[config.mk]
export PLATFORM = sky130hd
export DESIGN_NAME = pld_scrambler
export DESIGN_NICKNAME = d
export VERILOG_FILES = /design/src/rtl/pld_scrambler.sv
export SDC_FILE = /design/constraint.sdc
export NUM_CORES = 1
export LEC_CHECK = 0
export CAP_MARGIN = 20
export CORE_ASPECT_RATIO = 0.75
export CORE_MARGIN = 2
export CORE_UTILIZATION = 55
export CTS_CLUSTER_DIAMETER = 30
export DETAILED_ROUTE_END_ITERATION = 12
export PLACE_DENSITY = 0.77
export RECOVER_POWER = 100
export SLEW_MARGIN = 20
export SYNTH_ARGS = -nofsm -noshare
export SYNTH_HDL_FRONTEND = slang
export SYNTH_SLANG_ARGS = --single-unit
export TNS_END_PERCENT = 1
[constraint.sdc]
create_clock -name clk -period 5.5 [get_ports clk]
set_input_delay 1.1 -clock clk [delete_from_list [all_inputs] [get_ports clk]]
set_output_delay 1.1 -clock clk [all_outputs]
set_load 0.005 [all_outputs]
[src/rtl/pld_scrambler.sv]
// ----------------------------------------------------------------------------
// pld_scrambler
//
// Frames the serial PSDU bit stream as the 802.11a DATA field and scrambles it.
// Frame layout: SVC_BITS SERVICE zeros, 8*len PSDU bits, TAIL_BITS tail bits,
// then pad bits up to a whole number of OFDM symbols (N_DBPS bits each).
// Everything is scrambled with the x^7+x^4+1 LFSR; the tail bits are forced to
// zero after scrambling so the convolutional encoder returns to state zero.
//
// Ports:
//   clk     working clock
//   rst     asynchronous reset, active-low
//   start   one-cycle pulse: begin a frame, samples len/rate/seed
//   len     PSDU length in bytes
//   rate    802.11a RATE code, selects N_DBPS
//   seed    initial scrambler state (0 is replaced by 7'h7F)
//   di      PSDU bit from the payload generator
//   di_vld  di valid
//   di_rdy  block accepts di this cycle (registered)
//   dout    scrambled data bit ("do" is a reserved word in SystemVerilog)
//   do_vld  dout valid
//   busy    frame in progress
//   done    one-cycle pulse the cycle after the last pad bit leaves
//   err     sticky protocol error flag, cleared only by reset
// ----------------------------------------------------------------------------
module pld_scrambler #(
    parameter int SVC_BITS  = 16,
    parameter int TAIL_BITS = 6
) (
    input  logic        clk,
    input  logic        rst,
    input  logic        start,
    input  logic [15:0] len,
    input  logic [3:0]  rate,
    input  logic [6:0]  seed,
    input  logic        di,
    input  logic        di_vld,
    output logic        di_rdy,
    output logic        dout,
    output logic        do_vld,
    output logic        busy,
    output logic        done,
    output logic        err
);

    typedef enum logic [2:0] {
        ST_IDLE    = 3'd0,
        ST_SERVICE = 3'd1,
        ST_DATA    = 3'd2,
        ST_TAIL    = 3'd3,
        ST_PAD     = 3'd4,
        ST_DONE    = 3'd5
    } state_t;

    // Shared SERVICE/TAIL position counter; wide enough for either field up to 32 bits.
    localparam int PHASE_W = 5;
    localparam logic [PHASE_W-1:0] SVC_LAST  = PHASE_W'(SVC_BITS - 1);
    localparam logic [PHASE_W-1:0] TAIL_LAST = PHASE_W'(TAIL_BITS - 1);

    // N_DBPS for a RATE code; zero marks an invalid code.
    function automatic logic [7:0] ndbps_lookup(input logic [3:0] code);
        logic [7:0] n;
        case (code)
            4'b1101: n = 8'd24;
            4'b1111: n = 8'd36;
            4'b0101: n = 8'd48;
            4'b0111: n = 8'd72;
            4'b1001: n = 8'd96;
            4'b1011: n = 8'd144;
            4'b0001: n = 8'd192;
            4'b0011: n = 8'd216;
            default: n = 8'd0;
        endcase
        return n;
    endfunction

    // Feedback tap of the x^7+x^4+1 scrambler.
    function automatic logic lfsr_fb(input logic [6:0] s);
        return s[6] ^ s[3];
    endfunction

    state_t             state_r;
    state_t             state_nxt_s;
    logic [6:0]         lfsr_r;
    logic [7:0]         ndbps_r;
    logic [18:0]        data_tgt_r;
    logic [18:0]        data_cnt_r;
    logic [18:0]        data_cnt_nxt_s;
    logic [PHASE_W-1:0] phase_cnt_r;
    logic [PHASE_W-1:0] phase_nxt_s;
    logic [7:0]         sym_cnt_r;

    logic [7:0]         ndbps_s;
    logic               rate_ok_s;
    logic               launch_s;
    logic               fb_s;
    logic               sym_last_s;
    logic               emit_s;
    logic               in_bit_s;
    logic               force_zero_s;
    logic               err_evt_s;

    logic               dout_r;
    logic               do_vld_r;
    logic               di_rdy_r;
    logic               busy_r;
    logic               done_r;
    logic               err_r;

    assign ndbps_s    = ndbps_lookup(rate);
    assign rate_ok_s  = (ndbps_s != 8'd0);
    assign launch_s   = (state_r == ST_IDLE) && start && rate_ok_s;
    assign fb_s       = lfsr_fb(lfsr_r);
    assign sym_last_s = (sym_cnt_r == (ndbps_r - 8'd1));

    // Protocol violations: start outside IDLE, start with a bad rate, di_vld outside DATA.
    assign err_evt_s  = (start && ((state_r != ST_IDLE) || !rate_ok_s)) ||
                        (di_vld && (state_r != ST_DATA));

    // Next-state logic and per-cycle emit decision.
    always_comb begin
        state_nxt_s    = state_r;
        phase_nxt_s    = phase_cnt_r;
        data_cnt_nxt_s = data_cnt_r;
        emit_s         = 1'b0;
        in_bit_s       = 1'b0;
        force_zero_s   = 1'b0;
        case (state_r)
            ST_IDLE: begin
                phase_nxt_s    = {PHASE_W{1'b0}};
                data_cnt_nxt_s = 19'd0;
                if (launch_s) begin
                    state_nxt_s = ST_SERVICE;
                end else begin
                    state_nxt_s = ST_IDLE;
                end
            end
            ST_SERVICE: begin
                emit_s = 1'b1;
                if (phase_cnt_r == SVC_LAST) begin
                    phase_nxt_s = {PHASE_W{1'b0}};
                    // An empty PSDU goes straight from SERVICE to the tail.
                    if (data_tgt_r == 19'd0) begin
                        state_nxt_s = ST_TAIL;
                    end else begin
                        state_nxt_s = ST_DATA;
                    end
                end else begin
                    phase_nxt_s = phase_cnt_r + {{(PHASE_W-1){1'b0}}, 1'b1};
                end
            end
            ST_DATA: begin
                in_bit_s = di;
                // Idle input cycles emit nothing and leave the LFSR untouched.
                if (di_vld && di_rdy_r) begin
                    emit_s = 1'b1;
                    if (data_cnt_r == (data_tgt_r - 19'd1)) begin
                        data_cnt_nxt_s = 19'd0;
                        state_nxt_s    = ST_TAIL;
                    end else begin
                        data_cnt_nxt_s = data_cnt_r + 19'd1;
                    end
                end else begin
                    emit_s = 1'b0;
                end
            end
            ST_TAIL: begin
                emit_s       = 1'b1;
                force_zero_s = 1'b1;
                if (phase_cnt_r == TAIL_LAST) begin
                    phase_nxt_s = {PHASE_W{1'b0}};
                    // Tail landing on a symbol boundary needs no padding.
                    if (sym_last_s) begin
                        state_nxt_s = ST_DONE;
                    end else begin
                        state_nxt_s = ST_PAD;
                    end
                end else begin
                    phase_nxt_s = phase_cnt_r + {{(PHASE_W-1){1'b0}}, 1'b1};
                end
            end
            ST_PAD: begin
                emit_s = 1'b1;
                if (sym_last_s) begin
                    state_nxt_s = ST_DONE;
                end else begin
                    state_nxt_s = ST_PAD;
                end
            end
            ST_DONE: begin
                state_nxt_s = ST_IDLE;
            end
            default: begin
                state_nxt_s = ST_IDLE;
            end
        endcase
    end

    // State register and field position counters.
    always_ff @(posedge clk or negedge rst) begin
        if (!rst) begin
            state_r     <= ST_IDLE;
            phase_cnt_r <= {PHASE_W{1'b0}};
            data_cnt_r  <= 19'd0;
        end else begin
            state_r     <= state_nxt_s;
            phase_cnt_r <= phase_nxt_s;
            data_cnt_r  <= data_cnt_nxt_s;
        end
    end

    // Frame parameters captured at launch.
    always_ff @(posedge clk or negedge rst) begin
        if (!rst) begin
            ndbps_r    <= 8'd0;
            data_tgt_r <= 19'd0;
        end else if (launch_s) begin
            ndbps_r    <= ndbps_s;
            data_tgt_r <= {len, 3'b000};
        end else begin
            ndbps_r    <= ndbps_r;
            data_tgt_r <= data_tgt_r;
        end
    end

    // Scrambler state and symbol bit counter; both advance only on emitted bits.
    always_ff @(posedge clk or negedge rst) begin
        if (!rst) begin
            lfsr_r    <= 7'h7F;
            sym_cnt_r <= 8'd0;
        end else if (launch_s) begin
            // The all-zero state would lock the LFSR, so it is replaced by all-ones.
            lfsr_r    <= (seed == 7'd0) ? 7'h7F : seed;
            sym_cnt_r <= 8'd0;
        end else if (emit_s) begin
            lfsr_r    <= {lfsr_r[5:0], fb_s};
            sym_cnt_r <= sym_last_s ? 8'd0 : (sym_cnt_r + 8'd1);
        end else begin
            lfsr_r    <= lfsr_r;
            sym_cnt_r <= sym_cnt_r;
        end
    end

    // Registered outputs; di_rdy/busy follow the next state so they line up with it.
    always_ff @(posedge clk or negedge rst) begin
        if (!rst) begin
            dout_r   <= 1'b0;
            do_vld_r <= 1'b0;
            di_rdy_r <= 1'b0;
            busy_r   <= 1'b0;
            done_r   <= 1'b0;
        end else begin
            dout_r   <= (emit_s && !force_zero_s) ? (in_bit_s ^ fb_s) : 1'b0;
            do_vld_r <= emit_s;
            di_rdy_r <= (state_nxt_s == ST_DATA);
            busy_r   <= (state_nxt_s != ST_IDLE);
            done_r   <= (state_r == ST_DONE);
        end
    end

    // Sticky error flag.
    always_ff @(posedge clk or negedge rst) begin
        if (!rst) begin
            err_r <= 1'b0;
        end else begin
            err_r <= err_r | err_evt_s;
        end
    end

    assign dout   = dout_r;
    assign do_vld = do_vld_r;
    assign di_rdy = di_rdy_r;
    assign busy   = busy_r;
    assign done   = done_r;
    assign err    = err_r;

endmodule

==> results.cfg <==
[sta]
setup_slack_ns = 1.53
fmax_mhz = 252
final_hold_viol_count = 0
rsz0062_at_grt = no
slew_headroom_pct = 16.8
slew_viol_final = 0
period_share_pct = 72.2
tightest_slew_ns = 1.24
setup_viol = 0
skew_ns = 0.00705
post-route-min-period_ns = 3.97
holdWs_ns = 0.483
tns_ns = 0

[clock_network]
clk_path_buf_depth = 2
htreeDepth = 3
cts_tree = built
ctsResizeCount = 0
cts-root-buf = clkbuf_8
path_clk_slew_ns = 0.07
clk_latency_ns = 0.35
postCtsHoldBufs = 0
post_cts_buffers = 0
cts_made_buffers = 9
cts.sinks = 70

[worst_setup_path]
critPathMaxFanout = 23
crit_arrival_ns = 4.16
critPathKind = reg -> reg
crit_buf_inv = 0
cpPeakStageDelay_ns = 0.79
path_cells = or4_1 -> or3_1 -> a211o_1 -> a221oi_1 -> nand4_1 -> nand2_1 -> o311ai_0
critPathSlowestCell = nand4_1
worstPathRequired_ns = 5.69
path_delay_family = simple AND/OR/NAND/NOR gates
worstSetupEndpointType = flip-flop
cp-start-kind = flip-flop

[global_routing]
antenna_found_initial = 0
overflow = 0
grt_usage_pct = 25.3
grt_pass1_vias = 3508
grt_max_degree = 71
grt_pass1_wl_um = 16700

[synth]
synth_edf_count = 0
post-synth-top-area-fraction_pct = 37.9
synth_fp_nets = 536
synth.most_common_cell = nand2_1
syn_inst = 496
ys_warn_count = 0
synth_top_cells_by_area = dfrtp_1, nand2_1, dfstp_2
synth_top_area_cell = dfrtp_1
synth_common_cells = nand2_1, dfrtp_1, o21ai_0, nand3_1, nor2_1
synth-seq-area-share_pct = 42.3
ys_ff_latch = 70
synth_ff_type = dfrtp_1
synth.cell_area_um2 = 4160
synth.avg_cell_area_um2 = 8.39
synthArstFlopShare_pct = 100
ys_types = 57

[routing]
drtPass1Iterations = 5
num_vias = 3718
finalWirelength_um = 9560
drcViolationCount = 0
postRouteAntennaNets = 0
drtIter0Drc = 224
wl_per_cell_um = 15.4
avgViaCountPerCell = 5.98

[place]
placed_area_um2 = 4560
dp_hpwl_um = 6670
place_ws_ns = 2.02
numPlacedInstances = 608
port_buffers = 37
routabilityCongestion = 0.901

[final_layout]
final_cell_count_no_fill = 622
fin_area_um2 = 4690
fin_nets = 558
antenna_cells = 0
drive_gt1_share_pct = 5.57
area_growth_pct = 12.7
nFillCells = 645
postLayoutCoreUtil_pct = 64.0

[floorplan]
coreArea_um2 = 7330
start_util_pct = 56.8
rows = 27
dieWidth_um = 104
die_y_um = 79.3
die-area_um2 = 8290
io_pins = 38

[min_path]
hold_path_class = reg -> reg

[pwr]
p_leak_nw = 2.03
p_per_area_nw_per_um2 = 240
p_total_mw = 1.12
irDropWorstVdd_uv = 160

[run]
max_cap_violations = 0

[run_status]
outcome = finished clean
[placed cells by master (no fill, tap or decap), types with 3 or more instances in the layout]
cell type / netlist / routed
nand2b_1: 7 / 7
xnor2_1: 11 / 11
o311ai_0: 3 / 12
dlygate4sd3_1: 0 / 8
clkbuf_1: 23 / 4
nor2_1: 27 / 27
a21oi_1: 11 / 11
or2_2: 4 / 4
o31ai_1: 3 / 3
or4_1: 4 / 4
nand3b_1: 6 / 6
clkbuf_8: 0 / 10
nand2_1: 107 / 108
and3_1: 11 / 11
dfrtp_1: 63 / 63
mux2i_1: 8 / 8
clkdlybuf4s50_1: 0 / 28
o21ai_0: 34 / 34
nand3_1: 27 / 27
nor4_1: 6 / 6
nand4_1: 21 / 22
a211oi_1: 3 / 3
nor3_1: 11 / 11
or3_1: 4 / 4
nand4b_1: 3 / 3
a31oi_1: 11 / 11
ha_1: 8 / 8
dfstp_2: 7 / 7
inv_1: 13 / 13
xor2_1: 14 / 14
[flip-flops by register name, indices dropped and copies added, names as in the netlist]
signal / cells
data_cnt_r: 19
data_tgt_r: 16
sym_cnt_r: 8
lfsr_r: 7
ndbps_r: 6
phase_cnt_r: 5
state_r: 3
busy: 1
di_rdy: 1
do_vld: 1
done: 1
dout: 1
err: 1
[tightest hold or removal path, stage by stage, from the launching register on]
cell,delay [ns]
dfstp_2,0.37
nand2_1,0.04
a31oi_1,0.07
[area by class of cell]
class                           count  area [µm²]  share of cell area, %
Clock buffer                       12         145                   3.10
Sequential cell                    70        1760                   37.6
Inverter                           13        48.8                   1.04
Clock inverter                      2        10.0                  0.214
Multi-Input combinational cell    383        2210                   47.1
Timing Repair Buffer               41         388                   8.27
Tap cell                          101         126                   2.70
[routing by layer]
layer	track usage, %	vias up	wire, µm
met3	4.52	11	534
met4	7.70	0	112
li1	-	1809	-
met5	0	-	0
met1	36.1	1800	4610
met2	39.5	98	4310
[cell families after synthesis]
| family | count (synthesis) | share of synthesized area (%) |
|---|---|---|
| AOI/OAI and AO/OA | 91 | 14.2 |
| xor gates and xnor gates | 25 | 5.26 |
| adders and majority gates | 8 | 2.41 |
| DFF | 70 | 42.3 |
| and+or+nand+nor | 250 | 29.4 |
| buffers and inverters | 43 | 4.24 |
| muxes | 9 | 2.19 |
[worst paths after layout]
path                           startpoint             end  slack, ns  depth (start not counted)
setup / recovery           data_tgt_r[10]   data_cnt_r[5]       1.53                          7
hold / removal                  lfsr_r[5]       lfsr_r[6]       0.48                          2
setup reg to reg           data_tgt_r[10]   data_cnt_r[5]       1.53                          7
hold reg to reg                 lfsr_r[5]       lfsr_r[6]       0.48                          2
max in group asynchronous             rst  data_tgt_r[10]       3.99                          2
min in group asynchronous             rst  phase_cnt_r[3]       0.95                          2
[power by group]
part | switching (mW) | internal [mW] | total (mW)
sequential | 0.0492 | 0.565 | 0.615
clock | 0.188 | 0.170 | 0.358
combinational | 0.0767 | 0.0760 | 0.153
total | 0.313 | 0.811 | 1.12
(Power assumes the default switching activity.)
